File: config.mk
export PLATFORM = sky130hd
export DESIGN_NAME = launch_scheduler
export DESIGN_NICKNAME = d
export VERILOG_FILES = /design/src/rtl/launch_sched_pkg.sv /design/src/rtl/launch_fifo.sv /design/src/rtl/launch_scheduler.sv
export SDC_FILE = /design/constraint.sdc
export NUM_CORES = 1
export LEC_CHECK = 0
export CAP_MARGIN = 5
export CORE_MARGIN = 2
export CORE_UTILIZATION = 35
export DETAILED_ROUTE_END_ITERATION = 10
export GPL_ROUTABILITY_DRIVEN = 0
export PLACE_DENSITY_LB_ADDON = 0.25
export SETUP_SLACK_MARGIN = 0.5
export SLEW_MARGIN = 20
export SYNTH_ARGS = -nofsm -noshare
export SYNTH_HDL_FRONTEND = slang
export SYNTH_SLANG_ARGS = --single-unit
File: constraint.sdc
create_clock -name i_clock -period 6.85 [get_ports i_clock]
set_input_delay 1.37 -clock i_clock [delete_from_list [all_inputs] [get_ports i_clock]]
set_output_delay 1.37 -clock i_clock [all_outputs]
set_load 0.02 [all_outputs]
File: src/rtl/launch_sched_pkg.sv
// launch_sched_pkg: shared state encoding, default parameters and count-width helper
package launch_sched_pkg;
    localparam logic [1:0] S_IDLE     = 2'd0;
    localparam logic [1:0] S_LOAD     = 2'd1;
    localparam logic [1:0] S_PRESENT  = 2'd2;
    localparam logic [1:0] S_COOLDOWN = 2'd3;
    localparam int DEPTH_DEF    = 8;
    localparam int DATA_W_DEF   = 32;
    localparam int COOLDOWN_DEF = 1000;
    function automatic int cnt_w(input int n);
        return $clog2(n + 1);
    endfunction
endpackage

File: src/rtl/launch_fifo.sv
// launch_fifo: synchronous FIFO with push/pop/flush and registered-pointer head read
//   i_clock, i_reset   : clock, sync active-high reset
//   i_push, i_pop      : write i_data / advance head (caller guarantees legality)
//   i_flush            : empty the FIFO
//   o_head             : entry at the read pointer
//   o_count, o_full, o_empty : occupancy
module launch_fifo
    import launch_sched_pkg::*;
#(
    parameter int DEPTH = DEPTH_DEF,
    parameter int W     = 2 * DATA_W_DEF
) (
    input  logic                    i_clock,
    input  logic                    i_reset,
    input  logic                    i_push,
    input  logic                    i_pop,
    input  logic                    i_flush,
    input  logic [W-1:0]            i_data,
    output logic [W-1:0]            o_head,
    output logic [cnt_w(DEPTH)-1:0] o_count,
    output logic                    o_full,
    output logic                    o_empty
);
    localparam int AW = $clog2(DEPTH);
    localparam int CW = cnt_w(DEPTH);
    logic [W-1:0]  r_mem [DEPTH];
    logic [AW-1:0] r_wr;
    logic [AW-1:0] r_rd;
    logic [CW-1:0] r_count;
    always_ff @(posedge i_clock) begin
        if (i_reset | i_flush) begin
            r_wr    <= '0;
            r_rd    <= '0;
            r_count <= '0;
        end else begin
            if (i_push) r_wr <= r_wr + AW'(1);
            if (i_pop) r_rd <= r_rd + AW'(1);
            r_count <= r_count + CW'(i_push) - CW'(i_pop);
        end
    end
    always_ff @(posedge i_clock) begin
        if (i_push & ~i_reset & ~i_flush) r_mem[r_wr] <= i_data;
    end
    assign o_head  = r_mem[r_rd];
    assign o_count = r_count;
    assign o_full  = (r_count == CW'(DEPTH));
    assign o_empty = (r_count == '0);
endmodule

File: src/rtl/launch_scheduler.sv
// launch_scheduler: queues {velocity, angle} shots and dispatches them with a cooldown
//   i_clock, i_reset              : clock, sync active-high reset
//   i_velocity, i_angle           : live interpreted shot
//   i_queue, i_fire, i_clear      : push / start burst / flush-and-abort pulses
//   i_launch_ready                : engine accepts presented shot
//   o_launch_valid, o_launch_velocity, o_launch_angle : presented shot
//   o_busy, o_count, o_overflow   : not idle / occupancy / sticky dropped push
module launch_scheduler
    import launch_sched_pkg::*;
#(
    parameter int DEPTH    = DEPTH_DEF,
    parameter int DATA_W   = DATA_W_DEF,
    parameter int COOLDOWN = COOLDOWN_DEF
) (
    input  logic                    i_clock,
    input  logic                    i_reset,
    input  logic [DATA_W-1:0]       i_velocity,
    input  logic [DATA_W-1:0]       i_angle,
    input  logic                    i_queue,
    input  logic                    i_fire,
    input  logic                    i_clear,
    input  logic                    i_launch_ready,
    output logic                    o_launch_valid,
    output logic [DATA_W-1:0]       o_launch_velocity,
    output logic [DATA_W-1:0]       o_launch_angle,
    output logic                    o_busy,
    output logic [cnt_w(DEPTH)-1:0] o_count,
    output logic                    o_overflow
);
    localparam int CDW = $clog2(COOLDOWN + 1);
    logic [1:0]          r_state;
    logic                r_direct;
    logic [CDW-1:0]      r_cd;
    logic                r_overflow;
    logic [DATA_W-1:0]   r_vel;
    logic [DATA_W-1:0]   r_ang;
    logic [2*DATA_W-1:0] w_head;
    logic                w_full;
    logic                w_empty;
    logic                w_pop;
    logic                w_push;
    // direct launches never came from the FIFO, so their handshake must not pop it
    assign w_pop  = (r_state == S_PRESENT) & i_launch_ready & ~r_direct & ~i_clear;
    // a full FIFO still accepts a push when the head leaves in the same cycle
    assign w_push = i_queue & ~i_clear & (~w_full | w_pop);
    launch_fifo #(.DEPTH(DEPTH), .W(2 * DATA_W)) u_fifo (
        .i_clock (i_clock),
        .i_reset (i_reset),
        .i_push  (w_push),
        .i_pop   (w_pop),
        .i_flush (i_clear),
        .i_data  ({i_velocity, i_angle}),
        .o_head  (w_head),
        .o_count (o_count),
        .o_full  (w_full),
        .o_empty (w_empty)
    );
    always_ff @(posedge i_clock) begin
        if (i_reset) begin
            r_state    <= S_IDLE;
            r_direct   <= 1'b0;
            r_cd       <= '0;
            r_overflow <= 1'b0;
            r_vel      <= '0;
            r_ang      <= '0;
        end else if (i_clear) begin
            r_state    <= S_IDLE;
            r_direct   <= 1'b0;
            r_cd       <= '0;
            r_overflow <= 1'b0;
        end else begin
            if (i_queue & w_full & ~w_pop) r_overflow <= 1'b1;
            case (r_state)
                S_IDLE: begin
                    if (i_fire) begin
                        if (~w_empty | i_queue) begin
                            r_state <= S_LOAD;
                        end else begin
                            r_vel    <= i_velocity;
                            r_ang    <= i_angle;
                            r_direct <= 1'b1;
                            r_state  <= S_PRESENT;
                        end
                    end
                end
                S_LOAD: begin
                    {r_vel, r_ang} <= w_head;
                    r_direct       <= 1'b0;
                    r_state        <= S_PRESENT;
                end
                S_PRESENT: begin
                    if (i_launch_ready) begin
                        r_cd    <= CDW'(COOLDOWN);
                        r_state <= S_COOLDOWN;
                    end
                end
                S_COOLDOWN: begin
                    r_cd <= r_cd - CDW'(1);
                    if (r_cd == CDW'(1)) r_state <= w_empty ? S_IDLE : S_LOAD;
                end
                default: r_state <= S_IDLE;
            endcase
        end
    end
    assign o_launch_valid    = (r_state == S_PRESENT);
    assign o_launch_velocity = r_vel;
    assign o_launch_angle    = r_ang;
    assign o_busy            = (r_state != S_IDLE);
    assign o_overflow        = r_overflow;
endmodule

==> reports/metrics.csv, run 1 <==
metric,value,unit
critical path type,in -> reg,
register-to-register setup slack,3290,ps
worst setup margin,2750,ps
top-count cell post-synth,edfxtp_1,
worst slew pin tran,1080,ps
"area leader, netlist",edfxtp_1,
Peak Freq,244,MHz
overall die width,267,microns
synth unique cells,55,
htree depth,3,
Core Rows,96,
Hold Fails Final Rpt,0,
RSZ-0062 raised after global routing,no,
HPWL Detailed,29200,microns
final hold slack,464,ps
crit end category,flop,
Area after DPL,26100,sq um
LEAKAGE,0.00855,uW
largest net degree at the start of global routing,98,
final period utilization,0.599,
"Slew Viols, Final",0,
DRC viols,0,
via count,11900,
Core Area,68500,sq um
Final nets,1505,
top-area cell type share of the netlist area,0.637,
CP Launch Type,input pin,
pre-CTS WS,2070,ps
status,"complete, no violations",
vias in the first global route,12700,
total power,7760,uW
Initial Util,0.352,
fill count,6080,
initial antenna violation count,2,
antenna-violating nets left,0,
root buffer cell,clkbuf_16,
number of top-level pins,141,
worst-case vdd ir drop,0.000160,V
M3 GR Usage,0.0290,
Slew headroom,0.278,
post-DR wirelength/cell,21.8,microns
TritonCTS Buffers,66,
asr flop ratio synth,0,
Power Dens Cells,275,nW/um^2
global-route usage over all layers,0.147,
max-cap violations,0,
fraction of layout cells with a size suffix above 1,0.220,
register bit total from synthesis,603,
total grt overflow,0,
cts repair resizes,0,
Cells after Synth,1265,
sequential element share of the synthesized area,0.713,
Clock transition at path regs,50,ps
ranking of synthesized cells by area,"edfxtp_1 (64%), mux4_2 (11%), dfxtp_1 (7.5%)",
Final min period,4100,ps
CP Max Fanout,25,
"EDFF count, synth",512,
setup_tns,0,ps
initial DRC count,711,
PortBufs,140,
Worst Skew,17.9,ps
number of post-CTS setup repair buffers,0,
"Top FF cell, synth",edfxtp_1,
Clock Sinks,603,
vias per cell,5.06,
Syn Nets,1350,
"Design Area, Final",28200,sq um
final WL,51400,microns
TritonCTS clock tree,yes,
DRT Pass-1 Iters,5,
M2 GR Usage,0.247,
cts hold-fix bufs,0,
clk buf depth,3,
"Most Used Layer, Global Route",met2,
"Area growth, synth to finish",17.0,%
M1 GR Usage,0.195,
Final setup viols,0,
required time worst endpoint,7100,ps
Die Y,267,microns
Worst EP arrival,4360,ps
Post-Synthesis Cell Area,24100,sq um
Die ar.,71100,sq um
YS warnings,0,
Skew-Pair Late Insertion Delay,600,ps
syn avg cell area,19.1,sq um
most frequent cells after synthesis,"edfxtp_1 (512), mux4_2 (118), dfxtp_1 (91), nor2_1 (87), nand2_1 (72)",
min-delay worst type,reg -> reg,
first-pass GRT wire length,78300,microns
power by group:
group	internal, uW	switching, uW	total [uW]
clock	1950	1440	3390
sequential	4020	18.4	4030
combinational	134	204	338
total	6100	1660	7760
layout make-up:
class | instances | area [sq um] | area share
diodes | 1 | 2.50 | 0.0000886
well taps | 882 | 1100 | 0.0391
multi-input cells | 573 | 6160 | 0.218
flip-flops and latches | 603 | 17200 | 0.610
inverters | 14 | 52.6 | 0.00186
clock inverters | 38 | 294 | 0.0104
clock buffers | 84 | 1790 | 0.0635
repair buffers | 162 | 1610 | 0.0571
worst paths after layout:
path	startpoint	to	cells after the start
setup / recovery	i_clear	u_fifo.r_mem[3][20]	5
hold / removal	o_launch_angle[17]	o_launch_angle[17]	2
setup reg to reg	r_state[0]	u_fifo.r_mem[3][20]	6
hold reg to reg	o_launch_angle[17]	o_launch_angle[17]	2
per-layer routing:
metal	vias to the layer above	wire length, microns
met2	242	25400
met4	2	714
li1	5379	-
met5	-	10
met1	6234	23000
met3	58	2390
logic make-up after synthesis:
logic type / Yosys count / share of synthesized area
mux: 195 / 0.149
simple gates: 193 / 0.0359
flops: 603 / 0.713
fa+ha+maj: 15 / 0.00809
compound gates: 157 / 0.0546
xor+xnor: 13 / 0.00472
buf+inv: 89 / 0.0352
sequential cells by signal, summed over array words and instances (netlist names), named ones only:
| register | count |
|---|---|
| o_launch_velocity | 32 |
| r_cd | 10 |
| r_direct | 1 |
| r_state | 2 |
| u_fifo.r_rd | 3 |
| u_fifo.r_wr | 3 |
| o_launch_angle | 32 |
| u_fifo.o_count | 4 |
| u_fifo.r_mem | 512 |
| o_overflow | 1 |
per-stage QoR:
stage / std cells / util
after floorplan: 1265 / -
after global placement: 2233 / 0.381
after detailed placement: 2234 / 0.382
after CTS: 2356 / 0.412
after global routing: 2357 / 0.412
final: 2357 / 0.412
critical path, stage by stage:
cell             delay, ps
clkdlybuf4s50_1        530
and4bb_1               490
o2111ai_1              480
nor2_4                 970
buf_4                  490
cell usage in the layout, fill, tap and decap left out, types with 14 or more instances in the layout:
| cell type | instances |
|---|---|
| edfxtp_1 | 512 |
| clkdlybuf4s50_1 | 139 |
| mux4_2 | 118 |
| dfxtp_1 | 88 |
| nor2_1 | 81 |
| nand2_1 | 72 |
| clkbuf_16 | 68 |
| mux2i_1 | 66 |
| a211o_1 | 64 |
| a21oi_2 | 64 |
| buf_4 | 19 |
| inv_1 | 14 |
| a21oi_1 | 14 |
| clkinv_2 | 14 |
No activity file was read; power rests on OpenSTA's default activity.
==> inputs of run 2 (changes only) <==
clock period = 3.7 ns   (was 6.85 ns; I/O delays follow)
==> reports/metrics.csv, run 2 (synthesis results as in run 1) <==
metric,value,unit,change
slowest cell on the critical path,clkdlybuf4s50_1,,was nor2_4
Final min period,2830,ps,
total grt overflow,0,,unchanged
Top reg by flops,u_fifo.r_mem,,unchanged
Slew headroom,0.470,,was 0.278
Finished Core Util,0.418,,was 0.412
worst slew pin tran,795,ps,was 1080 ps
Hold Fails Final Rpt,0,,unchanged
PortBufs,140,,unchanged
largest net degree at the start of global routing,72,,was 98
HPWL Detailed,30100,microns,was 29200 microns
RSZ-0062 raised after global routing,no,,unchanged
status,"complete, no violations",,unchanged
total power,14600,uW,was 7760 uW
Core Area,68500,sq um,unchanged
worst setup margin,869,ps,was 2750 ps
"Most Used Layer, Global Route",met2,,unchanged
Peak Freq,353,MHz,
final WL,51400,microns,about the same
Worst R2R Start,r_state[0],,unchanged
htree depth,3,,unchanged
cts hold-fix bufs,0,,unchanged
clk buf depth,3,,unchanged
most frequent cells in the layout,"edfxtp_1 (512), clkdlybuf4s50_1 (139), mux4_2 (118)",,unchanged
number of top-level pins,141,,unchanged
required time worst endpoint,2960,ps,was 7100 ps
via count,12000,,was 11.9k
Power Dens Cells,509,nW/um^2,was 275 nW/um^2
TritonCTS clock tree,yes,,unchanged
"Slew Viols, Final",0,,unchanged
Clock Sinks,603,,unchanged
setup_tns,0,ps,unchanged
vias per cell,5.05,,was 5.06
"Area growth, synth to finish",18.6,%,was 17.0%
fill count,6051,,was 6080
first-pass GRT wire length,78700,microns,was 78300 microns
min-delay src,o_launch_velocity[25],,was o_launch_angle[17]
post-DR wirelength/cell,21.7,microns,was 21.8 microns
Bufs and invs on worst path,3,,was 2
CP max stage delay,620,ps,was 970 ps
register-to-register setup slack,1210,ps,was 3290 ps
Initial Util,0.352,,unchanged
Reg area,17200,sq um,unchanged
Worst Skew,28.9,ps,was 17.9 ps
initial DRC count,785,,was 711
Core Rows,96,,unchanged
r2r worst-path depth,7,,was 6
crit end category,output pin,,was flop
hold worst-path end,o_launch_velocity[25],,was o_launch_angle[17]
Die Y,267,microns,unchanged
final period utilization,0.765,,
CP Launch Type,flop,,was input pin
crit-path most repeated cell,inv_1,,
Multi-input gate area,6190,sq um,was 6160 sq um
"critical path, cell by cell",inv_1 > ha_1 > inv_1 > clkdlybuf4s50_1,,was clkdlybuf4s50_1 > and4bb_1 > o2111ai_1 > nor2_4 > buf_4
critical path type,reg -> out,,was in -> reg
global-route usage over all layers,0.147,,about the same
n_diodes,0,,was 1
Clock transition at path regs,50,ps,about the same
M1 GR Usage,0.201,,was 0.195
r2r endpoint,u_fifo.r_mem[0][18],,was u_fifo.r_mem[3][20]
root buffer cell,clkbuf_16,,unchanged
Skew-Pair Late Insertion Delay,600,ps,about the same
initial antenna violation count,2,,unchanged
DRC viols,0,,unchanged
max-cap violations,0,,unchanged
M3 GR Usage,0.0296,,was 0.0290
DRT Pass-1 Iters,5,,unchanged
worst-case vdd ir drop,0.000229,V,was 0.000160 V
Final nets,1519,,was 1505
LEAKAGE,0.00870,uW,was 0.00855 uW
max FFs per register,512,,unchanged
"most common cell after layout, fill and taps aside",edfxtp_1,,unchanged
CP Max Fanout,4,,was 25
min-delay worst type,reg -> reg,,unchanged
overall die width,267,microns,unchanged
Worst EP arrival,2090,ps,was 4360 ps
cts repair resizes,0,,unchanged
Final setup viols,0,,unchanged
fraction of layout cells with a size suffix above 1,0.227,,was 0.220
Die ar.,71100,sq um,unchanged
vias in the first global route,12600,,was 12.7k
antenna-violating nets left,0,,unchanged
Crit path max-delay family,buffers and inverters,,was simple AND/OR/NAND/NOR gates
M2 GR Usage,0.242,,was 0.247
pre-CTS WS,514,ps,was 2070 ps
number of post-CTS setup repair buffers,0,,unchanged
TritonCTS Buffers,67,,was 66
worst hold path cell count,2,,unchanged
-- run 2: per-stage QoR --
stage	instances	area (sq um)	hold slack, ps
after floorplan	1265	24200	454
after global placement	2247	26500	456
after detailed placement	2247	26500	462
after CTS	2368	28600	470
after global routing	2368	28600	483
final	2368	28600	469
-- run 2: layout make-up --
type                            count  area share
Multi-Input combinational cell    573       0.216
Clock buffer                       90      0.0652
Inverter                           14     0.00184
Sequential cell                   603       0.601
Tap cell                          882      0.0386
Timing Repair Buffer              175      0.0668
Clock inverter                     31      0.0101
-- run 2: how the worst max path moves through the flow --
stage,start,to,slack (ps),depth (start not counted)
2_1_floorplan,i_clear,u_fifo.r_mem[0][0],50,5
3_3_place_gp,i_clear,u_fifo.r_mem[0][17],540,6
3_5_place_dp,i_clear,u_fifo.r_mem[0][17],510,6
4_1_cts,r_state[1],o_busy,810,4
5_1_grt,r_state[1],o_busy,760,4
6_report,r_state[1],o_busy,870,4
-- run 2: worst min-delay path, cell delays in order (launching register included) --
cell and delay [ps]:
dfxtp_1 300, nand2_1 70, a21oi_2 50
-- run 2: report_power, final --
group | switching, uW | total (uW) | internal [uW]
Clock | 2630 | 6470 | 3840
Combinational | 379 | 636 | 257
Sequential | 34.3 | 7470 | 7430
Total | 3040 | 14600 | 11500
-- run 2: layer usage --
metal  part of all wire  vias to the layer above  wire length, microns
met3              0.038                       77                  1980
met4              0.018                        2                   905
li1                   -                     5410                     -
met1               0.46                     6245                 23800
met2               0.48                      222                 24700
met5            0.00025                        -                    13
==> inputs of run 3 (changes only) <==
clock period = 2.6 ns   (was 3.7 ns; I/O delays follow)
==> reports/metrics.csv, run 3 (synthesis results as in run 1) <==
metric,value,unit,change
status,"complete, no violations",,unchanged
setup_tns,0,ps,unchanged
PortBufs,140,,unchanged
"Most Used Layer, Global Route",met2,,unchanged
clock power share,0.468,,was 0.444
M3 GR Usage,0.0282,,was 0.0296
Critical Path Source,r_state[0],,was r_state[1]
Worst Skew,40.3,ps,was 28.9 ps
global-route usage over all layers,0.153,,was 0.147
M1 GR Usage,0.216,,was 0.201
antenna-violating nets left,0,,unchanged
most frequent cells in the layout,"edfxtp_1 (512), mux4_2 (118), clkbuf_16 (85)",,"was edfxtp_1 (512), clkdlybuf4s50_1 (139), mux4_2 (118)"
TritonCTS Buffers,67,,unchanged
Hold Fails Final Rpt,0,,unchanged
min-delay worst type,in -> reg,,was reg -> reg
r2r endpoint,u_fifo.r_mem[4][55],,was u_fifo.r_mem[0][18]
Clock Sinks,603,,unchanged
Top reg by flops,u_fifo.r_mem,,unchanged
final WL,57100,microns,was 51400 microns
DRC viols,0,,unchanged
Core Area,68500,sq um,unchanged
vias in the first global route,13000,,was 12.6k
Power Dens Cells,705,nW/um^2,was 509 nW/um^2
vias per cell,5.05,,about the same
max-cap violations,0,,unchanged
DRT Pass-1 Iters,5,,unchanged
HPWL Detailed,31600,microns,was 30100 microns
slowest cell on the critical path,or3_4,,was clkdlybuf4s50_1
Net Sw Frac,0.210,,was 0.209
n_diodes,0,,unchanged
fraction of layout cells with a size suffix above 1,0.298,,was 0.227
CP endpoint,u_fifo.r_mem[4][55],,was o_busy
Initial Util,0.352,,unchanged
worst slew pin tran,870,ps,was 795 ps
Clock transition at path regs,60,ps,was 50 ps
Final setup viols,0,,unchanged
required time worst endpoint,2920,ps,was 2960 ps
Core Rows,96,,unchanged
LEAKAGE,0.0109,uW,was 0.00870 uW
crit end category,flop,,was output pin
initial DRC count,949,,was 785
share of power burned in registers,0.486,,was 0.513
Die Y,267,microns,unchanged
Combinational Power Share,0.047,,was 0.044
Inst Count DP,2273,,was 2247
Slew headroom,0.420,,was 0.470
overall die width,267,microns,unchanged
initial antenna violation count,2,,unchanged
register-to-register setup slack,260,ps,was 1210 ps
Final min period,2340,ps,
root buffer cell,clkbuf_16,,unchanged
Worst EP arrival,2660,ps,was 2090 ps
RSZ-0062 raised after global routing,yes,,was no
post-DR wirelength/cell,23.0,microns,was 21.7 microns
worst-case vdd ir drop,0.000442,V,was 0.000229 V
cts hold-fix bufs,0,,unchanged
"non-filler cells, final",2481,,was 2368
largest net degree at the start of global routing,130,,was 72
switching power total,4610,uW,was 3040 uW
M2 GR Usage,0.242,,about the same
via count,12500,,was 12.0k
"Area growth, synth to finish",28.5,%,was 18.6%
Worst R2R Start,r_state[0],,unchanged
final period utilization,0.900,,
number of top-level pins,141,,unchanged
Final nets,1630,,was 1519
fill count,5824,,was 6051
crit-path most repeated cell,buf_12,,was inv_1
CP Launch Type,flop,,unchanged
max FFs per register,512,,unchanged
critical path type,reg -> reg,,was reg -> out
TritonCTS clock tree,yes,,unchanged
Die ar.,71100,sq um,unchanged
CP max stage delay,400,ps,was 620 ps
clk buf depth,3,,unchanged
Area after DPL,26800,sq um,was 26500 sq um
CP Max Fanout,12,,was 4
Peak Freq,427,MHz,
htree depth,3,,unchanged
"critical path, cell by cell",inv_4 > ha_4 > and4bb_1 > o21ai_4 > or3_4 > buf_6 > buf_12 > nor2_4 > buf_12 > clkbuf_16,,was inv_1 > ha_1 > inv_1 > clkdlybuf4s50_1
r2r worst-path depth,10,,was 7
"most common cell after layout, fill and taps aside",edfxtp_1,,unchanged
first-pass GRT wire length,81500,microns,was 78700 microns
Skew-Pair Late Insertion Delay,630,ps,was 600 ps
"Slew Viols, Final",0,,unchanged
P_int,17300,uW,was 11500 uW
"Design Area, Final",31000,sq um,was 28600 sq um
total grt overflow,0,,unchanged
[run 3: changes by cell type in the layout (fill, tap and decap cells not counted), moves of 9 or more]
| cell | previous run | this run |
|---|---|---|
| clkbuf_16 | 70 | 85 |
| bufinv_16 | 4 | 13 |
| buf_12 | 20 | 47 |
| buf_16 | 0 | 15 |
| buf_6 | 0 | 11 |
| clkdlybuf4s50_1 | 139 | 70 |
| dlymetal6s2s_1 | 0 | 67 |
| buf_4 | 16 | 50 |
[run 3: area by class of cell]
class                   instances  area [sq um]  area share
inverters                      14          55.1     0.00178
clock inverters                35           589      0.0190
multi-input cells             573          6270       0.202
repair buffers                286          3980       0.128
clock buffers                  88          1810      0.0582
well taps                     882          1100      0.0356
flip-flops and latches        603         17200       0.555
[run 3: repair_timing]
item / in CTS / in global routing
cloned: 10 / 21
setup endpoints to repair: 601 / 640
pin swaps: 4 / 7
setup buffers: 23 / 31
resized for setup: 37 / 122
[run 3: power by group through the flow]
stage          clock network [uW]  registers (uW)  logic, uW
2_1_floorplan                   0           10900        425
6_report                    10200           10600       1020
4_1_cts                     10500           10600        988
5_1_grt                     10800           10600       1110
3_3_place_gp                    0           10800        929
3_5_place_dp                    0           10800        946
[run 3: worst min-delay path by stage]
| stage | from | endpoint | cells past startpoint |
|---|---|---|---|
| floorplan | u_fifo.r_rd[1] | flop | 2 |
| global placement | o_launch_angle[9] | o_launch_angle[9] | 2 |
| detailed placement | o_launch_angle[9] | o_launch_angle[9] | 2 |
| CTS | i_reset | r_cd[4] | 4 |
| global route | i_reset | r_cd[4] | 4 |
| finish | i_reset | r_cd[4] | 4 |
[run 3: per-layer routing]
| metal | share of wire | wire length [microns] |
|---|---|---|
| met5 | 0.00028 | 16 |
| met2 | 0.48 | 27200 |
| met4 | 0.016 | 912 |
| met3 | 0.053 | 3040 |
| met1 | 0.45 | 26000 |
[run 3: worst max-delay path, delay by kind of cell (launching register included)]
family | cells | cell delay [ps]
DFF | 1 | 350
buffers and inverters | 5 | 680
and+or+nand+nor | 3 | 780
AOI/OAI and AO/OA | 1 | 80
adders and majority gates | 1 | 140
[run 3: stage by stage]
stage | total power (uW) | hold WS (ps) | utilization | setup slack (ps)
final | 21900 | 381 | 0.453 | 260
after global routing | 22600 | 373 | 0.453 | 199
after CTS | 22100 | 330 | 0.435 | 279
after detailed placement | 11800 | 456 | 0.392 | -145
after global placement | 11800 | 455 | 0.392 | -137
after floorplan | 11300 | 454 | - | -966
==> variant 1 (settings of run 3) <==
The package constant `DATA_W_DEF` goes from 32 to 16.
--- a/src/rtl/launch_sched_pkg.sv
+++ b/src/rtl/launch_sched_pkg.sv
@@ -6,5 +6,5 @@
     localparam logic [1:0] S_COOLDOWN = 2'd3;
     localparam int DEPTH_DEF    = 8;
-    localparam int DATA_W_DEF   = 32;
+    localparam int DATA_W_DEF   = 16;
     localparam int COOLDOWN_DEF = 1000;
     function automatic int cnt_w(input int n);
Interface: changed (resized i_angle, i_velocity, o_launch_angle and o_launch_velocity); port bits go from 141 to 77. The function was not compared with the original's and may differ.
==> variant 1 against run 3 <==
  * Sequential cell count fell by 288
  * Power down 50%
  * Non-clock buffer count is 140 lower
  * Wire length shrank 53%
  * Area after synthesis is 49% lower
  * Global-route usage fell by 0.48 points
  * Sequential share of layout area is 0.55 points higher
  * Worst setup slack improved by 0.045 ns
  * Cell area fell by 49%
  * Clock skew decreased by 0.023 ns
  * Sequential power down 48%
==> variant 1: results (changes against run 3) <==
Outcome = completed
Via-per-instance ratio = 4.99 (-1.1%)
Critical path origin = i_reset
ClkCell Share = 0.0715 (-0.00575)
Synth cell types = 47 (-15%)
Num CTS Buffers = 35 (-48%)
Dpl cells = 1,246 (-45%)
Clock Latency Late Sink = 0.51 ns (-0.12 ns)
Top cells by count, synth = edfxtp_1, mux4_2, dfxtp_1
Worst EP arrival = 2.50 ns (-0.16 ns)
Fraction of cell area in non-clock buffers = 0.111 (-0.0169)
Vias in the first global route = 6,972 (-46%)
Sw Share = 0.205 (-0.00577)
Antenna violations before repair = 0 (-2)
Worst vdd ir = 0.000430 V (-2.7%)
Die W = 192 um (-28%)
Post-layout power = 0.0109 W (-50%)
Min-delay src = o_launch_velocity[4]$_SDFFE_PP0P_
Largest net degree at the start of global routing = 46 (-65%)
Slew HR = 0.612 (+0.192)
Non-Clock Buffer Count = 146 (-49%)
RR Endpoint = u_fifo.r_mem[6][13]$_DFFE_PP_
Hold path endpoint = o_launch_velocity[4]$_SDFFE_PP0P_
Non-clk invs = 12 (-2)
Sequential Power = 0.00552 W (-48%)
Pre-CTS setup slack = -0.241 ns (-0.0965 ns)
Share of layout cells above drive strength 1 = 0.245 (-0.0528)
Worst Clk Skew = 0.0172 ns (-0.0230 ns)
Fmax achieved = 436 MHz (+2.0%)
FF+latch count = 315 (-48%)
Post-DP Area = 14,200 um^2 (-47%)
I/O Buffers = 76 (-46%)
Multi-input gate area = 3450 um^2 (-45%)
Post-cts resize count = 21 (-43%)
#MultiIn Comb = 347 (-39%)
==> variant 1: cell types whose count changed in the layout (fill, tap and decap cells not counted), moves of 22 or more <==
cell,change
a21oi_1,+30
nor2_1,-33
a21oi_2,-63
buf_12,-22
edfxtp_1,-256
a211o_1,-32
clkbuf_16,-47
mux4_2,-54
nand2_1,-33
dfxtp_1,-31
dlymetal6s2s_1,-65
mux2i_1,-25
==> variant 1: metal layers <==
metal | vias to the layer above | global-route usage | share of wire
met4 | 0 | 0.0344 | 0.015
met2 | 142 | 0.243 | 0.48
met5 | - | 0 | 0
met1 | 3392 | 0.209 | 0.47
met3 | 36 | 0.0229 | 0.039
li1 | 3103 | - | -
==> variant 1: cells by family (layout without fill, tap and decap cells) <==
group	count (synthesis)	in the layout	share of synthesized area
fa+ha+maj	15	15	0.0157
compound gates	92	92	0.0496
flops	315	315	0.715
xor+xnor	14	14	0.00988
buf+inv	52	220	0.0178
simple gates	126	126	0.0469
mux	100	100	0.145
==> variant 2 (flow settings as in run 3) <==
Made on the original files. Put a register stage on the output `o_count`, without a reset. The value now appears one clock later. The other outputs are not delayed to match.
--- a/src/rtl/launch_scheduler.sv
+++ b/src/rtl/launch_scheduler.sv
@@ -29,4 +29,6 @@
 );
     localparam int CDW = $clog2(COOLDOWN + 1);
+
+    logic [cnt_w(DEPTH)-1:0] o_count_d;
     logic [1:0]          r_state;
     logic                r_direct;
@@ -52,5 +54,5 @@
         .i_data  ({i_velocity, i_angle}),
         .o_head  (w_head),
-        .o_count (o_count),
+        .o_count (o_count_d),
         .o_full  (w_full),
         .o_empty (w_empty)
@@ -108,4 +110,8 @@
     assign o_busy            = (r_state != S_IDLE);
     assign o_overflow        = r_overflow;
+    always_ff @(posedge i_clock) begin
+        o_count <= o_count_d;
+    end
+
 endmodule
 
Formal check against the unedited RTL: not equivalent (a bounded check fails within 4 cycles, from zero or initial values and one cycle with i_reset high).
==> variant 2 against run 3 <==
  * Power fell by 6.5%
  * Sequential cell count increased by 4
  * Count of clock-buffer cells in the layout rose by 7
  * Worst setup slack worse by 0.060 ns
  * Cell area shrank 0.10%
  * Non-clock buffer count grew 25
  * Area after synthesis down 2.9%
  * Wire length increased by 5.6%
  * Critical path type unchanged
==> variant 2: results (changes against run 3) <==
Internal Power = 0.0161 W (-6.7%)
Register area share after synthesis = 0.738 (+0.0250)
Worst Clk Skew = 0.0276 ns (-0.0126 ns)
Pre-CTS setup slack = -0.407 ns (-0.262 ns)
Total grt overflow = 0 (unchanged)
Worst EP arrival = 2.71 ns (+0.05 ns)
Fillcell total = 5,485 (-5.8%)
Nets = 1,655 (+1.5%)
Clock Latency Late Sink = 0.61 ns (-0.02 ns)
Top cells by count, synth = edfxtp_1, mux4_2, dfxtp_1
Post-DP HPWL = 31,200 um (-1.1%)
Num CTS Buffers = 66 (-1.5%)
Max reg flops = 512 (unchanged)
Synth top area cells = edfxtp_1, mux4_2, dfxtp_1, mux2i_1, a211o_1
Slew HR = 0.583 (+0.163)
Final WS setup = 0.200 ns (-0.0601 ns)
Worst vdd ir = 0.000397 V (-10%)
Leak pwr = 10.6 nW (-2.9%)
Via-per-instance ratio = 5.12 (+1.5%)
Synth cell types = 48 (-13%)
Share of layout cells above drive strength 1 = 0.264 (-0.0338)
First-pass GRT wire length = 81,100 um (-0.49%)
Syn_nets = 1,352 (+0.15%)
Antenna violations before repair = 7 (+5)
Worst Hold Class = reg -> reg
GRT Util Overall = 0.156 (+0.00306)
Outcome = completed
Crit path max fanout = 5 (-7)
Die W = 263 um (-1.5%)
Vias in the first global route = 12,700 (-1.7%)
Detailed Route Iter0 Violations = 1,071 (+13%)
Final WL = 60,400 um (+5.6%)
Worst hold margin = 0.368 ns (-0.0137 ns)
==> variant 2: changes by cell type in the layout (fill, tap and decap cells not counted), sizes merged, moves of 2 or more <==
cell,run 3,this run
clkinvlp,3,1
nand2,72,70
dlymetal6s2s,67,45
clkbuf,106,133
dfxtp,91,95
bufinv,13,1
nor2b,0,2
clkdlybuf4s50,70,93
buf,130,135
==> variant 2: final cells by class <==
cell class,count,share of cell area
Sequential cell,607,0.558
Multi-Input combinational cell,572,0.191
Timing Repair Buffer,311,0.149
Clock buffer,95,0.0598
Tap cell,864,0.0349
Clock inverter,25,0.00590
Inverter,12,0.00153
Antenna cell,1,0.0000808
==> variant 2: kinds of logic after synthesis <==
family | synth area share
compound gates | 0.0453
mux | 0.152
xor+xnor | 0.00486
buf+inv | 0.0165
flops | 0.738
simple gates | 0.0352
fa+ha+maj | 0.00833
==> variant 2: path summary, 6_finish.rpt <==
check,start,depth (start not counted),end
hold / removal,u_fifo.o_count[2]$_SDFF_PP0_,0,o_count[2]$_DFF_P_
setup reg to reg,r_state[0]$_SDFFE_PP0P_,11,u_fifo.r_mem[2][10]$_DFFE_PP_
hold reg to reg,u_fifo.o_count[2]$_SDFF_PP0_,0,o_count[2]$_DFF_P_
setup / recovery,r_state[0]$_SDFFE_PP0P_,11,u_fifo.r_mem[2][10]$_DFFE_PP_
==> variant 2: power groups by stage <==
stage | Sequential [W] | Combinational [W] | Clock [W]
6_report | 0.0107 | 0.000911 | 0.00886
5_1_grt | 0.0107 | 0.000984 | 0.00948
4_1_cts | 0.0107 | 0.000896 | 0.00908
3_5_place_dp | 0.0109 | 0.000857 | 0
3_3_place_gp | 0.0109 | 0.000842 | 0
2_1_floorplan | 0.0109 | 0.000314 | 0
==> variant 2: what timing repair did <==
action | CTS | global route
pin swaps | 4 | 10
setup buffers | 22 | 22
gates cloned | 15 | 49
gates resized for setup | 30 | 84
setup endpoints to repair | 559 | 602
==> variant 2: metrics by stage <==
step	cells	instance area (um^2)
2_1_floorplan	1267	23500
3_3_place_gp	2258	26600
3_5_place_dp	2258	26600
4_1_cts	2415	29400
5_1_grt	2486	31000
6_report	2487	31000
==> variant 2: worst reg2reg max path: cells and delay by family, from the launching register on <==
| family | cells | cell delay (ns) |
|---|---|---|
| flip-flops | 1 | 0.35 |
| buffers and inverters | 6 | 0.79 |
| AND/OR/NAND/NOR | 3 | 0.80 |
| adder cells (fa/ha/maj) | 1 | 0.14 |
| AO/OA/AOI/OAI | 1 | 0.05 |
==> variant 2: layer usage <==
metal / GRT usage / wire [um]
met1: 0.213 / 26000
met2: 0.253 / 29600
met3: 0.0318 / 3390
met4: 0.0474 / 1290
met5: 0 / 67
